[src/rtl/xy_scan_gen.sv]
// -----------------------------------------------------------------------------
// xy_scan_gen
//
// Two-dimensional pixel address generator. After a start request it scans
// every pixel of an (X_MAX+1) x (Y_MAX+1) frame in raster order. The address
// advances by one pixel on each accepted beat, which is a SCAN cycle with
// enable=1. The renderer tracks the scan through a start/busy/done handshake.
//
// Optional feature macro: XY_SCAN_SERPENTINE_EN
//   defined   -> serpentine order. Even rows run 0..X_MAX and odd rows run
//                X_MAX..0.
//   undefined -> every row runs 0..X_MAX.
//
// Parameters
//   X_WIDTH, Y_WIDTH : address widths
//   X_MAX, Y_MAX     : last X of a line / last Y of a frame (inclusive)
//
// Ports
//   clock     : rising-edge clock
//   reset     : synchronous, active-high reset
//   start     : begin a frame scan (sampled only in IDLE)
//   enable    : advance strobe; the current pixel is accepted when valid && enable
//   abort     : leave SCAN for IDLE without a done pulse (wins over enable)
//   x_addr    : current pixel X (registered)
//   y_addr    : current pixel Y (registered)
//   valid     : address holds a pixel of the active frame
//   line_end  : valid && current pixel is the last one of its row
//   frame_end : valid && current pixel is the last one of the frame
//   busy      : high while scanning
//   done      : one-cycle pulse after the final pixel is accepted
// -----------------------------------------------------------------------------
module xy_scan_gen #(
   parameter int X_WIDTH = 8,
   parameter int Y_WIDTH = 8,
   parameter int X_MAX   = 159,
   parameter int Y_MAX   = 119
) (
   input  logic               clock,
   input  logic               reset,
   input  logic               start,
   input  logic               enable,
   input  logic               abort,
   output logic [X_WIDTH-1:0] x_addr,
   output logic [Y_WIDTH-1:0] y_addr,
   output logic               valid,
   output logic               line_end,
   output logic               frame_end,
   output logic               busy,
   output logic               done
);

   // Reject limits that do not fit in the counters.
   if (X_MAX >= (1 << X_WIDTH)) begin : g_bad_x_max
      $error("xy_scan_gen: X_MAX does not fit in X_WIDTH bits");
   end
   if (Y_MAX >= (1 << Y_WIDTH)) begin : g_bad_y_max
      $error("xy_scan_gen: Y_MAX does not fit in Y_WIDTH bits");
   end

   localparam logic [X_WIDTH-1:0] X_LAST = X_WIDTH'(X_MAX);
   localparam logic [Y_WIDTH-1:0] Y_LAST = Y_WIDTH'(Y_MAX);

   typedef enum logic [1:0] {
      IDLE = 2'd0,
      SCAN = 2'd1,
      DONE = 2'd2
   } state_t;

   state_t             state;
   state_t             state_next;
   logic [X_WIDTH-1:0] x_next;
   logic [Y_WIDTH-1:0] y_next;

   // Row geometry: the last X of the current row, the first X of the next row,
   // and the X of the next pixel in the current row.
   logic [X_WIDTH-1:0] row_last_x;
   logic [X_WIDTH-1:0] next_row_first_x;
   logic [X_WIDTH-1:0] x_step;
   logic               at_line_end;
   logic               at_frame_end;

`ifdef XY_SCAN_SERPENTINE_EN
   // An odd row (y[0]=1) runs right to left. The row after an even row is
   // odd, so it starts at X_LAST.
   assign row_last_x       = y_addr[0] ? '0 : X_LAST;
   assign next_row_first_x = y_addr[0] ? '0 : X_LAST;
   assign x_step           = y_addr[0] ? x_addr - X_WIDTH'(1) : x_addr + X_WIDTH'(1);
`else
   assign row_last_x       = X_LAST;
   assign next_row_first_x = '0;
   assign x_step           = x_addr + X_WIDTH'(1);
`endif

   // Equality compares only, so a counter never steps past its limit, even
   // when the limit is the all-ones value of the counter.
   assign at_line_end  = (x_addr == row_last_x);
   assign at_frame_end = at_line_end && (y_addr == Y_LAST);

   // NOTE: every signal written in this block gets a default first, so no path
   // leaves a value unassigned and no latch is inferred.
   always_comb begin
      state_next = state;
      x_next     = x_addr;
      y_next     = y_addr;
      unique case (state)
         IDLE: begin
            if (start) begin
               state_next = SCAN;
               x_next     = '0;
               y_next     = '0;
            end
         end
         SCAN: begin
            if (abort) begin
               state_next = IDLE;
               x_next     = '0;
               y_next     = '0;
            end else if (enable) begin
               if (at_frame_end) begin
                  state_next = DONE;
                  x_next     = '0;
                  y_next     = '0;
               end else if (at_line_end) begin
                  x_next = next_row_first_x;
                  y_next = y_addr + Y_WIDTH'(1);
               end else begin
                  x_next = x_step;
               end
            end
         end
         DONE: begin
            state_next = IDLE;
            x_next     = '0;
            y_next     = '0;
         end
         default: begin
            state_next = IDLE;
            x_next     = '0;
            y_next     = '0;
         end
      endcase
   end

   // valid/busy/done are flops loaded from the next state, so the only
   // combinational outputs are line_end and frame_end.
   // NOTE: sequential state uses non-blocking assignments, so every flop
   // samples values from before the edge regardless of statement order.
   always_ff @(posedge clock) begin
      if (reset) begin
         state  <= IDLE;
         x_addr <= '0;
         y_addr <= '0;
         valid  <= 1'b0;
         busy   <= 1'b0;
         done   <= 1'b0;
      end else begin
         state  <= state_next;
         x_addr <= x_next;
         y_addr <= y_next;
         valid  <= (state_next == SCAN);
         busy   <= (state_next == SCAN);
         done   <= (state_next == DONE);
      end
   end

   assign line_end  = valid && at_line_end;
   assign frame_end = valid && at_frame_end;

endmodule

[config.mk]
export PLATFORM = sky130hd
export DESIGN_NAME = xy_scan_gen
export DESIGN_NICKNAME = d
export VERILOG_FILES = /design/src/rtl/xy_scan_gen.sv
export SDC_FILE = /design/constraint.sdc
export NUM_CORES = 1
export LEC_CHECK = 0
export ABC_AREA = 0
export CAP_MARGIN = 25
export CORE_MARGIN = 3
export CORE_UTILIZATION = 50
export CTS_CLUSTER_SIZE = 12
export DETAILED_ROUTE_END_ITERATION = 10
export GPL_TIMING_DRIVEN = 0
export PLACE_DENSITY = 0.82
export SLEW_MARGIN = 20
export SYNTH_ARGS = -nofsm -noshare
export SYNTH_HDL_FRONTEND = slang
export SYNTH_SLANG_ARGS = --single-unit
export TNS_END_PERCENT = 50
[constraint.sdc]
create_clock -name clock -period 3.9 [get_ports clock]
set_clock_uncertainty 0.15 [all_clocks]
set_input_delay 0.78 -clock clock [delete_from_list [all_inputs] [get_ports clock]]
set_output_delay 0.78 -clock clock [all_outputs]
set_load 0.05 [all_outputs]
After elaboration in Yosys (flattened, before gate mapping)
Cells that the tools add are included.
- input bits: 5
- register bits after elaboration: 20
- output and inout port bits: 21
- word-level logic and storage cells: 37
- reductions and logical operators: 6
- eq/ne operators: 8
- $add $sub $neg: 2
- muxes and demuxes: 16
- operators with widths (operator ; number):
    8-bit 2-to-1 mux ; 9
    8-bit one-hot mux with 2 select lines ; 2
    8-bit by 1-bit adder with 8-bit output, second input constant ; 2
    8-bit by 7-bit == test with 1-bit output, second input constant ; 1
    8-bit == test, second input constant ; 1
    2-bit 2-to-1 mux ; 4
    2-bit by 1-bit == test with 1-bit output, second input constant ; 2
    4-bit != test, second input constant ; 1
    2-bit one-hot mux with 2 select lines ; 1
    1-bit logical AND ; 3
    3-bit != test, second input constant ; 1
    3-bit AND reduction ; 1
    2-bit == test, second input constant ; 1
    2-bit zero test ; 1
    2-bit != test, second input constant ; 1
    2-bit AND reduction ; 1

Logic depth before layout (Yosys ltp)
Gate-level depths: netlist of run 1.
- word-level depth: 7
- gate-level depth with buffers: 6
- depth with buffers taken out: 5

Worst setup path after synthesis of run 1
Ideal clock, no wire load.
- kind: reg-to-output
- start: reg x_addr[0]
- end: out frame_end
- setup slack: 0.753 ns
- path buffers: 0
- data required time: 2.970 ns
- cell stages (with the launch flop): 5
- arrival: 2.217 ns
- cells stage by stage: dfxtp_1 > ha_1 > and4_4 > and3_1 > and3_1
- longest elaborated chain between the ends: 3
- ends and longest elaborated chain (item ; line ; source):
    start, declared ; 43 ; output logic [X_WIDTH-1:0] x_addr,
    start signal, assigned ; 158 ; x_addr <= x_next;
    8-bit == test ; 96 ; assign at_line_end = (x_addr == row_last_x);
    1-bit logical AND ; 97 ; assign at_frame_end = at_line_end && (y_addr == Y_LAST);
    1-bit logical AND ; 167 ; assign frame_end = valid && at_frame_end;
    end, declared ; 47 ; output logic frame_end,
Every way passes these cells.

Final worst setup path of run 1
Same ends and word-level chain as after synthesis.

==> results of run 1 <==
## registers in the layout, indices dropped and copies added (netlist names)
| register | count |
|---|---|
| x_addr | 8 |
| busy | 1 |
| state | 2 |
| done | 1 |
| y_addr | 8 |
## cells by family after synthesis
logic type               share of synthesized area
buffers and inverters                      0.05614
adder cells (fa/ha/maj)                    0.02339
AND/OR/NAND/NOR                             0.3310
AO/OA/AOI/OAI                               0.1825
flip-flops                                  0.3743
XOR/XNOR                                   0.03275
## per-layer routing
layer	up-vias	wire (microns)	GRT usage
met1	478	1220	0.2824
met4	0	13	0.06383
li1	502	-	-
met2	43	1148	0.3243
met3	2	181	0.04843
met5	-	0	0
## how the worst max path moves through the flow
stage	to	slack (ps)	cells past startpoint
2_1_floorplan	frame_end	750	4
6_report	frame_end	660	5
5_1_grt	frame_end	540	5
3_5_place_dp	frame_end	990	5
4_1_cts	frame_end	660	5
3_3_place_gp	frame_end	1010	5
## report_power, final
part           switching [W]  internal, W
registers         0.00000347     0.000207
logic              0.0000399    0.0000233
clock network      0.0000619    0.0000568
## final cells by class
cell class              instances  area share
clock buffers                   4     0.02610
well taps                      27     0.02430
plain buffers                   6     0.03510
repair buffers                 25      0.1800
flip-flops and latches         20      0.2880
inverters                       3    0.008101
multi-input cells              84      0.4383
## worst register-to-register path, delay by kind of cell, from the launching register on
kind            cells  cell delay (ps)
fa+ha+maj           1              210
flops               1              420
compound gates      2              640
simple gates        2              510
## per-stage QoR
step	power (W)	util	hold WS, ps	worst slack (ps)
after global placement	0.0002765	0.6763	327.2	1013
final	0.0003928	0.6944	354.4	664.2
after CTS	0.0003967	0.6944	355.5	658.1
after floorplan	0.0002571	-	363.0	753.2
after detailed placement	0.0002783	0.6763	339.4	990.7
after global routing	0.0004088	0.6944	396.8	540.7
## placed cells by master (no fill, tap or decap), drive strengths merged, types with 2 or more instances in the layout
cell type,instances
or3b,2
xnor2,3
and3,2
nor3b,3
dfxtp,20
and4,2
nor4b,5
a211oi,7
nor2b,2
buf,4
or4,6
o31ai,6
clkbuf,6
nand4,2
o41ai,2
or4b,2
a21oi,5
clkdlybuf4s50,25
nand3,4
inv,3
nand2,7
nor2,2
o21ai,3
ha,2
or3,2
nor3,7
==> qor.log, run 1 <==
INFO  place          place_congestion=0.7781
INFO  logic_synthesis synthDistinctLibCells=40
INFO  floorplan      die_height=52.26microns
INFO  layout         insertedDiodeCount=0
INFO  setup_path     worst_setup_path_start_kind=flip-flop
INFO  setup_path     r2r_cells=5
INFO  layout         seqCellArea=400.4squm
INFO  grt            grt_start_max_net_pins=12
INFO  hold_path      holdPathEnd=x_addr[1]$_SDFFE_PP0P_
INFO  logic_synthesis synthDominantCellAreaShare=0.3743
INFO  timing         post-route-period-util=0.8297
INFO  layout         stdcell_area=1390squm
INFO  setup_path     cp.arrival=2310ps
INFO  place          placed_wire_length_estimate_after_detailed_placement=1896microns
INFO  timing         post-route-min-period=3236ps
INFO  floorplan      die_width=52.26microns
INFO  setup_path     critical_path.max_fanout=4
INFO  power          ir_worst_vdd=0.0001937V
INFO  setup_path     path_class=flip-flop to output port
INFO  floorplan      design.portCount=26
INFO  layout         drive_gt1_frac=0.1056
INFO  setup_path     path_common_cell=sky130_fd_sc_hd__and3_1
INFO  drt            ant_nets=0
INFO  setup_path     cp.required=2970ps
INFO  run            maxCapViolations=0
INFO  logic_synthesis syn_area=1070squm
INFO  place          placement.io_buffers=25
INFO  logic_synthesis post_synth_inst_count=113
INFO  logic_synthesis synth-seq-area-share=0.3743
INFO  hold_path      timing.hold.worst.class=flip-flop to flip-flop
INFO  layout         fillerInstances=179
INFO  cts            numClockSinks=20
INFO  logic_synthesis ys_async_rst_share=0
INFO  floorplan      fp.coreArea=2002squm
INFO  logic_synthesis commonest_cells_in_the_synthesized_netlist=sky130_fd_sc_hd__dfxtp_1 (20), sky130_fd_sc_hd__a211oi_1 (7), sky130_fd_sc_hd__nand2_1 (7), sky130_fd_sc_hd__nor3_1 (7)
INFO  hold_path      hold_path_depth=2
INFO  floorplan      start_util=0.5344
INFO  setup_path     critical-path-max-stage-delay=800ps
INFO  setup_path     critical-path-top-delay-family=buffers and inverters
INFO  drt            drt-wirelength-per-cell=15.17microns
INFO  timing         final_hold_viol_count=0
INFO  logic_synthesis post-synth-top-area-cell=sky130_fd_sc_hd__dfxtp_1
INFO  place          area_of_placed_instances=1354squm
INFO  layout         multi_input_area=609.3squm
INFO  drt            firstDrtPassIters=4
INFO  logic_synthesis number_of_warnings_reported_in_the_yosys_synthesis_log=0
INFO  cts            clock_path_buffers=2
INFO  cts            cts_tree=built
INFO  setup_path     reg2reg_from=y_addr[0]$_SDFFE_PP0P_
INFO  cts            cts.root.buffer_cell=sky130_fd_sc_hd__clkbuf_4
INFO  drt            vias=1,025
INFO  status         run_status=finished clean
INFO  grt            antenna_found_initial=0
INFO  timing         worstMarginPinSlew=800.8ps
INFO  drt            drc=0
INFO  layout         instances_no_fill=169
INFO  timing         final-max-slew-violation-count=0
INFO  grt            vias_in_the_first_global_route=960
INFO  timing         report.final.setup_viol=0
INFO  timing         grt_setup_unrepaired=false
INFO  logic_synthesis synth_ff_type=sky130_fd_sc_hd__dfxtp_1
INFO  grt            overall_fraction_of_global_route_tracks_in_use=0.2073
INFO  cts            clk_pin_slew=110ps
INFO  logic_synthesis synth.area.top_cells=sky130_fd_sc_hd__dfxtp_1 (37%), sky130_fd_sc_hd__a211oi_1 (4.9%), sky130_fd_sc_hd__o31ai_1 (4.2%)
INFO  setup_path     reg2reg_end=y_addr[2]$_SDFFE_PP0P_
INFO  logic_synthesis number_of_synthesized_flops_with_an_enable_pin=0
INFO  logic_synthesis post_syn_nets=120
INFO  layout         flow.area_growth_from_synthesis=29.94%
INFO  drt            drt_first_iter_violations=23
INFO  timing         tns=0ps
INFO  setup_path     cp_cell_sequence=ha_1 -> and4_4 -> and3_1 -> and3_1 -> clkdlybuf4s50_1
INFO  cts            clock_latency=290ps
INFO  drt            avgViaCountPerCell=6.065
INFO  logic_synthesis most_frequent_cell_after_synthesis=sky130_fd_sc_hd__dfxtp_1
INFO  cts            cts.htree.levels=1
INFO  setup_path     worst_setup_path_startpoint=x_addr[0]$_SDFFE_PP0P_
INFO  power          power.density_cell_area=282.5nW/um^2
INFO  timing         max_clock_freq=309.0MHz
INFO  setup_path     reg2reg_setup_slack=1840ps
INFO  floorplan      rows=16
INFO  setup_path     critical_path.endpoint_type=output port
INFO  logic_synthesis avgSynthCellArea=9.467squm
INFO  grt            grt_pass1_wl=4319microns
INFO  cts            ctsResizeCount=0
INFO  power          p_leak=0.4289nW
INFO  floorplan      design.die.area=2731squm
INFO  setup_path     critPathSlowestCell=sky130_fd_sc_hd__clkdlybuf4s50_1
INFO  setup_path     crit_buf_inv=1
INFO  cts            postCtsHoldBufs=0
INFO  cts            cts_inserted_buffers=3
INFO  layout         num-nets-final=150
INFO  logic_synthesis yosys_register_bits=20
INFO  place          placedCellCount=165
INFO  cts            postCtsSetupRepairBufs=0
INFO  timing         maxSlewHeadroom=0.4586
INFO  drt            postRouteWirelength=2564microns
INFO  hold_path      launch_instance_of_the_worst_min_delay_path=x_addr[1]$_SDFFE_PP0P_
INFO  grt            grt_remaining_overflow=0
No activity file was read; power rests on OpenSTA's default activity.
==> inputs of run 2 (changes only) <==
--- a/config.mk
+++ b/config.mk
@@ -8,11 +8,11 @@
 export ABC_AREA = 0
 export CAP_MARGIN = 25
 export CORE_MARGIN = 3
-export CORE_UTILIZATION = 50
+export CORE_UTILIZATION = 43
 export CTS_CLUSTER_SIZE = 12
 export DETAILED_ROUTE_END_ITERATION = 10
 export GPL_TIMING_DRIVEN = 0
-export PLACE_DENSITY = 0.82
+export PLACE_DENSITY = 0.75
 export SLEW_MARGIN = 20
 export SYNTH_ARGS = -nofsm -noshare
 export SYNTH_HDL_FRONTEND = slang
==> constraint.sdc (replaced) <==
create_clock -name clock -period 2.68 [get_ports clock]
set_clock_uncertainty 0.15 [all_clocks]
set_input_delay 0.536 -clock clock [delete_from_list [all_inputs] [get_ports clock]]
set_output_delay 0.536 -clock clock [all_outputs]
set_load 0.05 [all_outputs]
==> qor.log, run 2 (synthesis gave the netlist of run 1 again) <==
INFO  grt            overall_fraction_of_global_route_tracks_in_use=0.1747
INFO  grt            grt_start_max_net_pins=13
INFO  setup_path     last_element_of_the_critical_path=line_end
INFO  drt            firstDrtPassIters=4
INFO  timing         final_hold_viol_count=0
INFO  timing         post-route-period-util=0.9502
INFO  layout         insertedDiodeCount=0
INFO  hold_path      hold_path_depth=2
INFO  drt            vias=1,021
INFO  place          placed_wire_length_estimate_after_detailed_placement=1887microns
INFO  grt            grt_pass1_wl=4464microns
INFO  floorplan      die_height=55.88microns
INFO  timing         grt_setup_unrepaired=false
INFO  cts            postCtsHoldBufs=0
INFO  place          placement.io_buffers=25
INFO  floorplan      die_width=55.88microns
INFO  floorplan      rows=17
INFO  cts            cts_inserted_buffers=3
INFO  power          ir_worst_vdd=0.0003173V
INFO  setup_path     worst_setup_path_start_kind=flip-flop
INFO  setup_path     reg2reg_end=y_addr[6]$_SDFFE_PP0P_
INFO  drt            ant_nets=0
INFO  layout         most_frequent_cells_in_the_layout=sky130_fd_sc_hd__clkdlybuf4s50_1 (23), sky130_fd_sc_hd__dfxtp_1 (19), sky130_fd_sc_hd__nor3_1 (7), sky130_fd_sc_hd__nand2_1 (7), sky130_fd_sc_hd__a211oi_1 (7)
INFO  setup_path     r2r_cells=6
INFO  cts            cts.htree.levels=1
INFO  setup_path     path_class=flip-flop to output port
INFO  drt            drt-wirelength-per-cell=15.24microns
INFO  setup_path     cp_cell_sequence=ha_1 -> and4_4 -> and3_2 -> clkdlybuf4s15_1
INFO  timing         post-route-min-period=2546ps
INFO  grt            vias_in_the_first_global_route=966
INFO  setup_path     critical-path-max-stage-delay=490ps
INFO  run            maxCapViolations=0
INFO  timing         final-max-slew-violation-count=0
INFO  layout         multi_input_area=611.8squm
INFO  layout         top_regs=x_addr x8, y_addr x8, state x2
INFO  layout         num-nets-final=150
INFO  cts            clk_pin_slew=120ps
INFO  layout         fillerInstances=198
INFO  grt            grt_remaining_overflow=0
INFO  cts            clock_path_buffers=2
INFO  setup_path     cp.arrival=1860ps
INFO  timing         max_clock_freq=392.7MHz
INFO  cts            cts.root.buffer_cell=sky130_fd_sc_hd__clkbuf_4
INFO  drt            drt_first_iter_violations=17
INFO  timing         fin_worst_hold_slack=357.8ps
INFO  floorplan      design.portCount=26
INFO  cts            clock_latency=300ps
INFO  floorplan      start_util=0.4700
INFO  layout         flow.area_growth_from_synthesis=31.46%
INFO  setup_path     critPathSlowestCell=sky130_fd_sc_hd__clkdlybuf4s15_1
INFO  drt            drc=0
INFO  cts            postCtsSetupRepairBufs=0
INFO  setup_path     critical_path.max_fanout=4
INFO  timing         worstMarginPinSlew=794.2ps
INFO  place          place_congestion=0.7798
INFO  drt            postRouteWirelength=2590microns
INFO  layout         final_common_cell=sky130_fd_sc_hd__clkdlybuf4s50_1
INFO  drt            avgViaCountPerCell=6.006
INFO  timing         maxSlewHeadroom=0.4631
INFO  setup_path     worst_setup_path_startpoint=x_addr[1]$_SDFFE_PP0P_
INFO  status         run_status=finished clean
INFO  setup_path     reg2reg_from=x_addr[1]$_SDFFE_PP0P_
INFO  power          power.density_cell_area=460.5nW/um^2
INFO  layout         seqCellArea=401.6squm
INFO  hold_path      timing.hold.worst.class=flip-flop to flip-flop
INFO  setup_path     reg2reg_setup_slack=630ps
INFO  layout         postLayoutCoreUtil=0.6179
INFO  floorplan      design.die.area=3123squm
INFO  power          p_leak=0.4385nW
INFO  floorplan      fp.coreArea=2276squm
INFO  layout         drive_gt1_frac=0.1338
INFO  cts            cts_tree=built
INFO  setup_path     cp.required=1990ps
INFO  grt            antenna_found_initial=0
INFO  cts            numClockSinks=20
INFO  timing         report.final.setup_viol=0
INFO  setup_path     critical_path.endpoint_type=output port
## run 2: cell count changes in the layout (fill, tap and decap cells not counted)
cell                              previous run  this run
sky130_fd_sc_hd__dfxtp_1                    20        19
sky130_fd_sc_hd__clkbuf_8                    1         0
sky130_fd_sc_hd__clkdlybuf4s50_1            25        23
sky130_fd_sc_hd__clkdlybuf4s15_1             0         1
sky130_fd_sc_hd__and3_1                      2         0
sky130_fd_sc_hd__dfxtp_2                     0         1
sky130_fd_sc_hd__and3_2                      0         2
sky130_fd_sc_hd__bufinv_16                   0         1
sky130_fd_sc_hd__buf_2                       0         1
## run 2: how the worst min path moves through the flow
| stage | start | to | slack (ps) |
|---|---|---|---|
| 3_3_place_gp | x_addr[1]$_SDFFE_PP0P_ | x_addr[1]$_SDFFE_PP0P_ | 330 |
| 2_1_floorplan | state[1]$_SDFF_PP0_ | busy$_SDFF_PP0_ | 360 |
| 3_5_place_dp | x_addr[1]$_SDFFE_PP0P_ | x_addr[1]$_SDFFE_PP0P_ | 330 |
| 6_report | x_addr[1]$_SDFFE_PP0P_ | x_addr[1]$_SDFFE_PP0P_ | 360 |
| 4_1_cts | x_addr[1]$_SDFFE_PP0P_ | x_addr[1]$_SDFFE_PP0P_ | 360 |
| 5_1_grt | y_addr[6]$_SDFFE_PP0P_ | y_addr[6]$_SDFFE_PP0P_ | 410 |
## run 2: metrics by stage
stage / power, W / cell area [sq um] / cells / TNS (ps) / setup WS, ps
final: 0.0006476 / 1406 / 170 / 0 / 133.6
after global routing: 0.0006788 / 1406 / 170 / 0 / 17.04
after CTS: 0.0006545 / 1411 / 170 / 0 / 82.05
after detailed placement: 0.0004067 / 1359 / 166 / -11.46 / -11.46
after global placement: 0.0004047 / 1359 / 166 / 0 / 22.84
after floorplan: 0.0003745 / 1074 / 113 / 0 / 63.98
## run 2: metal layers
metal,up-vias,wire length (microns),track usage
met5,-,0,0
met4,0,24,0.08475
met3,4,73,0.03712
met2,19,1249,0.2804
met1,496,1243,0.2211
li1,502,-,-
## run 2: layout make-up
| class | instances | area share |
|---|---|---|
| inverter | 3 | 0.008007 |
| clock buffer | 3 | 0.01601 |
| multi-input combinational | 84 | 0.4351 |
| clock inverter | 1 | 0.02135 |
| buffer | 6 | 0.03470 |
| timing repair buffer | 25 | 0.1744 |
| sequential | 20 | 0.2856 |
| tap | 28 | 0.02491 |
## run 2: critical path, delay by kind of cell (launching register included)
kind                       cells  cell delay [ps]
DFF                            1              390
and+or+nand+nor                2              450
adders and majority gates      1              220
buffers and inverters          1              490
## run 2: power breakdown
group	leakage [nW]	total (W)	internal, W	switching, W
registers	0.162	0.000307	0.000302	0.00000517
clock network	0.0279	0.000248	0.000151	0.0000966
logic	0.248	0.0000925	0.0000339	0.0000586
total	0.439	0.000648	0.000487	0.000160
## run 2: timing repair
action,in CTS,in global routing
gates resized for setup,4,3
setup endpoints to repair,2,2
pin swaps,0,0
==> inputs of run 3 (changes only) <==
--- a/config.mk
+++ b/config.mk
@@ -8,11 +8,12 @@
 export ABC_AREA = 0
 export CAP_MARGIN = 25
 export CORE_MARGIN = 3
-export CORE_UTILIZATION = 43
+export CORE_UTILIZATION = 48
 export CTS_CLUSTER_SIZE = 12
 export DETAILED_ROUTE_END_ITERATION = 10
 export GPL_TIMING_DRIVEN = 0
-export PLACE_DENSITY = 0.75
+export PLACE_DENSITY = 0.79
+export REMOVE_ABC_BUFFERS = 1
 export SLEW_MARGIN = 20
 export SYNTH_ARGS = -nofsm -noshare
 export SYNTH_HDL_FRONTEND = slang
==> constraint.sdc (replaced) <==
create_clock -name clock -period 2.8 [get_ports clock]
set_clock_uncertainty 0.15 [all_clocks]
set_input_delay 0.56 -clock clock [delete_from_list [all_inputs] [get_ports clock]]
set_output_delay 0.56 -clock clock [all_outputs]
set_load 0.05 [all_outputs]
==> qor.log, run 3 (synthesis gave the netlist of run 1 again) <==
INFO  place          placement.io_buffers=25
INFO  layout         num-nets-final=144
INFO  timing         post-route-period-util=0.9451
INFO  floorplan      design.portCount=26
INFO  timing         post-route-min-period=2646ps
INFO  setup_path     worst_setup_path_start_kind=flip-flop
INFO  layout         multi_input_area=609.3squm
INFO  timing         maxSlewHeadroom=0.4458
INFO  layout         seqCellArea=400.4squm
INFO  floorplan      die_width=53.21microns
INFO  setup_path     last_element_of_the_critical_path=line_end
INFO  drt            postRouteWirelength=2493microns
INFO  cts            clock_path_buffers=2
INFO  setup_path     cp.arrival=1940ps
INFO  cts            cts.root.buffer_cell=sky130_fd_sc_hd__clkbuf_4
INFO  cts            clk_pin_slew=110ps
INFO  cts            cts_inserted_buffers=3
INFO  drt            vias=969
INFO  place          placedCellCount=159
INFO  power          switchingPower=0.0001514W
INFO  layout         insertedDiodeCount=0
INFO  hold_path      timing.hold.worst.class=flip-flop to flip-flop
INFO  setup_path     worst_setup_path_startpoint=x_addr[0]$_SDFFE_PP0P_
INFO  layout         stdcell_area=1351squm
INFO  setup_path     path_class=flip-flop to output port
INFO  grt            grt_remaining_overflow=0
INFO  power          p_leak=0.4162nW
INFO  cts            cts.htree.levels=1
INFO  drt            drc=0
INFO  power          ir_worst_vdd=0.0004214V
INFO  grt            grt_pass1_wl=4153microns
INFO  cts            cts_tree=built
INFO  setup_path     reg2reg_setup_slack=510ps
INFO  drt            firstDrtPassIters=4
INFO  drt            ant_nets=0
INFO  floorplan      fp.coreArea=2042squm
INFO  power          share_comb_of_total_power=0.125
INFO  layout         top_regs=x_addr x8, y_addr x8, state x2
INFO  layout         flow.area_growth_from_synthesis=26.32%
INFO  layout         final_common_cell=sky130_fd_sc_hd__clkdlybuf4s50_1
INFO  timing         final_hold_viol_count=0
INFO  power          intPower=0.0004579W
INFO  status         run_status=finished clean
INFO  power          sw_frac=0.2485
INFO  floorplan      die_height=53.21microns
INFO  layout         instances_no_fill=163
INFO  layout         fillerInstances=192
INFO  floorplan      start_util=0.5239
INFO  cts            clock_latency=310ps
INFO  power          power.density_cell_area=450.9nW/um^2
INFO  drt            drt_first_iter_violations=35
INFO  timing         tns=0ps
INFO  setup_path     r2r_cells=4
INFO  grt            vias_in_the_first_global_route=877
INFO  floorplan      rows=16
INFO  timing         fin_worst_hold_slack=348.6ps
INFO  cts            numClockSinks=20
INFO  drt            avgViaCountPerCell=5.945
INFO  cts            ctsResizeCount=2
INFO  grt            overall_fraction_of_global_route_tracks_in_use=0.1982
INFO  place          area_of_placed_instances=1305squm
INFO  layout         drive_gt1_frac=0.08824
INFO  setup_path     reg2reg_from=state[0]$_SDFF_PP0_
INFO  timing         worstMarginPinSlew=828.7ps
INFO  drt            drt-wirelength-per-cell=15.29microns
INFO  grt            antenna_found_initial=0
INFO  layout         most_frequent_cells_in_the_layout=sky130_fd_sc_hd__clkdlybuf4s50_1 (23), sky130_fd_sc_hd__dfxtp_1 (20), sky130_fd_sc_hd__nor3_1 (7), sky130_fd_sc_hd__nand2_1 (7), sky130_fd_sc_hd__a211oi_1 (7)
INFO  place          placed_wire_length_estimate_after_detailed_placement=1722microns
INFO  timing         report.final.setup_viol=0
INFO  cts            postCtsHoldBufs=0
INFO  timing         grt_setup_unrepaired=false
INFO  setup_path     critical_path.endpoint_type=output port
INFO  run            maxCapViolations=0
INFO  timing         final-max-slew-violation-count=0
INFO  cts            postCtsSetupRepairBufs=0
INFO  setup_path     reg2reg_end=y_addr[2]$_SDFFE_PP0P_
INFO  floorplan      design.die.area=2831squm
INFO  power          clock_power_share=0.393
INFO  power          pwr-share-seq=0.482
INFO  timing         max_clock_freq=377.9MHz
INFO  setup_path     cp.required=2090ps
INFO  place          place_congestion=0.7874
INFO  grt            grt_start_max_net_pins=23
INFO  setup_path     critical_path.max_fanout=4
==> run 3: power by group through the flow <==
stage                      logic, W  registers [W]  clock network (W)
final                     0.0000761       0.000294           0.000239
after global routing      0.0000830       0.000294           0.000253
after CTS                 0.0000759       0.000294           0.000241
after detailed placement  0.0000750       0.000300                  0
after global placement    0.0000742       0.000300                  0
after floorplan           0.0000303       0.000315                  0
==> run 3: cell type report <==
type	count	area share
Timing Repair Buffer	25	0.1806
Clock inverter	1	0.02222
Tap cell	27	0.02500
Multi-Input combinational cell	84	0.4509
Inverter	3	0.008333
Sequential cell	20	0.2963
Clock buffer	3	0.01667
==> run 3: per-layer routing <==
| layer | global-route usage | part of all wire | wire [microns] | vias up |
|---|---|---|---|---|
| met5 | 0 | 0 | 0 | - |
| met3 | 0.03380 | 0.045 | 112 | 5 |
| met2 | 0.3204 | 0.46 | 1158 | 27 |
| li1 | - | - | - | 487 |
| met4 | 0.06383 | 0.012 | 29 | 0 |
| met1 | 0.2642 | 0.48 | 1192 | 450 |
==> run 3: through the flow <==
stage                     total power (W)    util  setup WS (ps)
after floorplan                 0.0003451       -         -127.0
after global placement          0.0003740  0.6391         -33.73
after detailed placement        0.0003752  0.6391         -102.8
after CTS                       0.0006102  0.6636          7.550
after global routing            0.0006301  0.6618          7.978
final                           0.0006093  0.6618          153.8
==> run 3: worst min-delay path by stage <==
stage | slack, ps | end | start | cells past startpoint
finish | 350 | x_addr[1]$_SDFFE_PP0P_ | x_addr[1]$_SDFFE_PP0P_ | 2
global route | 400 | y_addr[7]$_SDFFE_PP0P_ | y_addr[7]$_SDFFE_PP0P_ | 2
CTS | 350 | x_addr[1]$_SDFFE_PP0P_ | x_addr[1]$_SDFFE_PP0P_ | 2
detailed placement | 330 | x_addr[1]$_SDFFE_PP0P_ | x_addr[1]$_SDFFE_PP0P_ | 2
global placement | 330 | x_addr[1]$_SDFFE_PP0P_ | x_addr[1]$_SDFFE_PP0P_ | 2
floorplan | 350 | busy$_SDFF_PP0_ | state[1]$_SDFF_PP0_ | 1
==> run 3: worst max-delay path, stage by stage (launching register included) <==
cell and delay [ps]:
sky130_fd_sc_hd__dfxtp_1 420, sky130_fd_sc_hd__ha_1 240, sky130_fd_sc_hd__and4_4 270, sky130_fd_sc_hd__and3_1 180, sky130_fd_sc_hd__dlygate4sd2_1 530
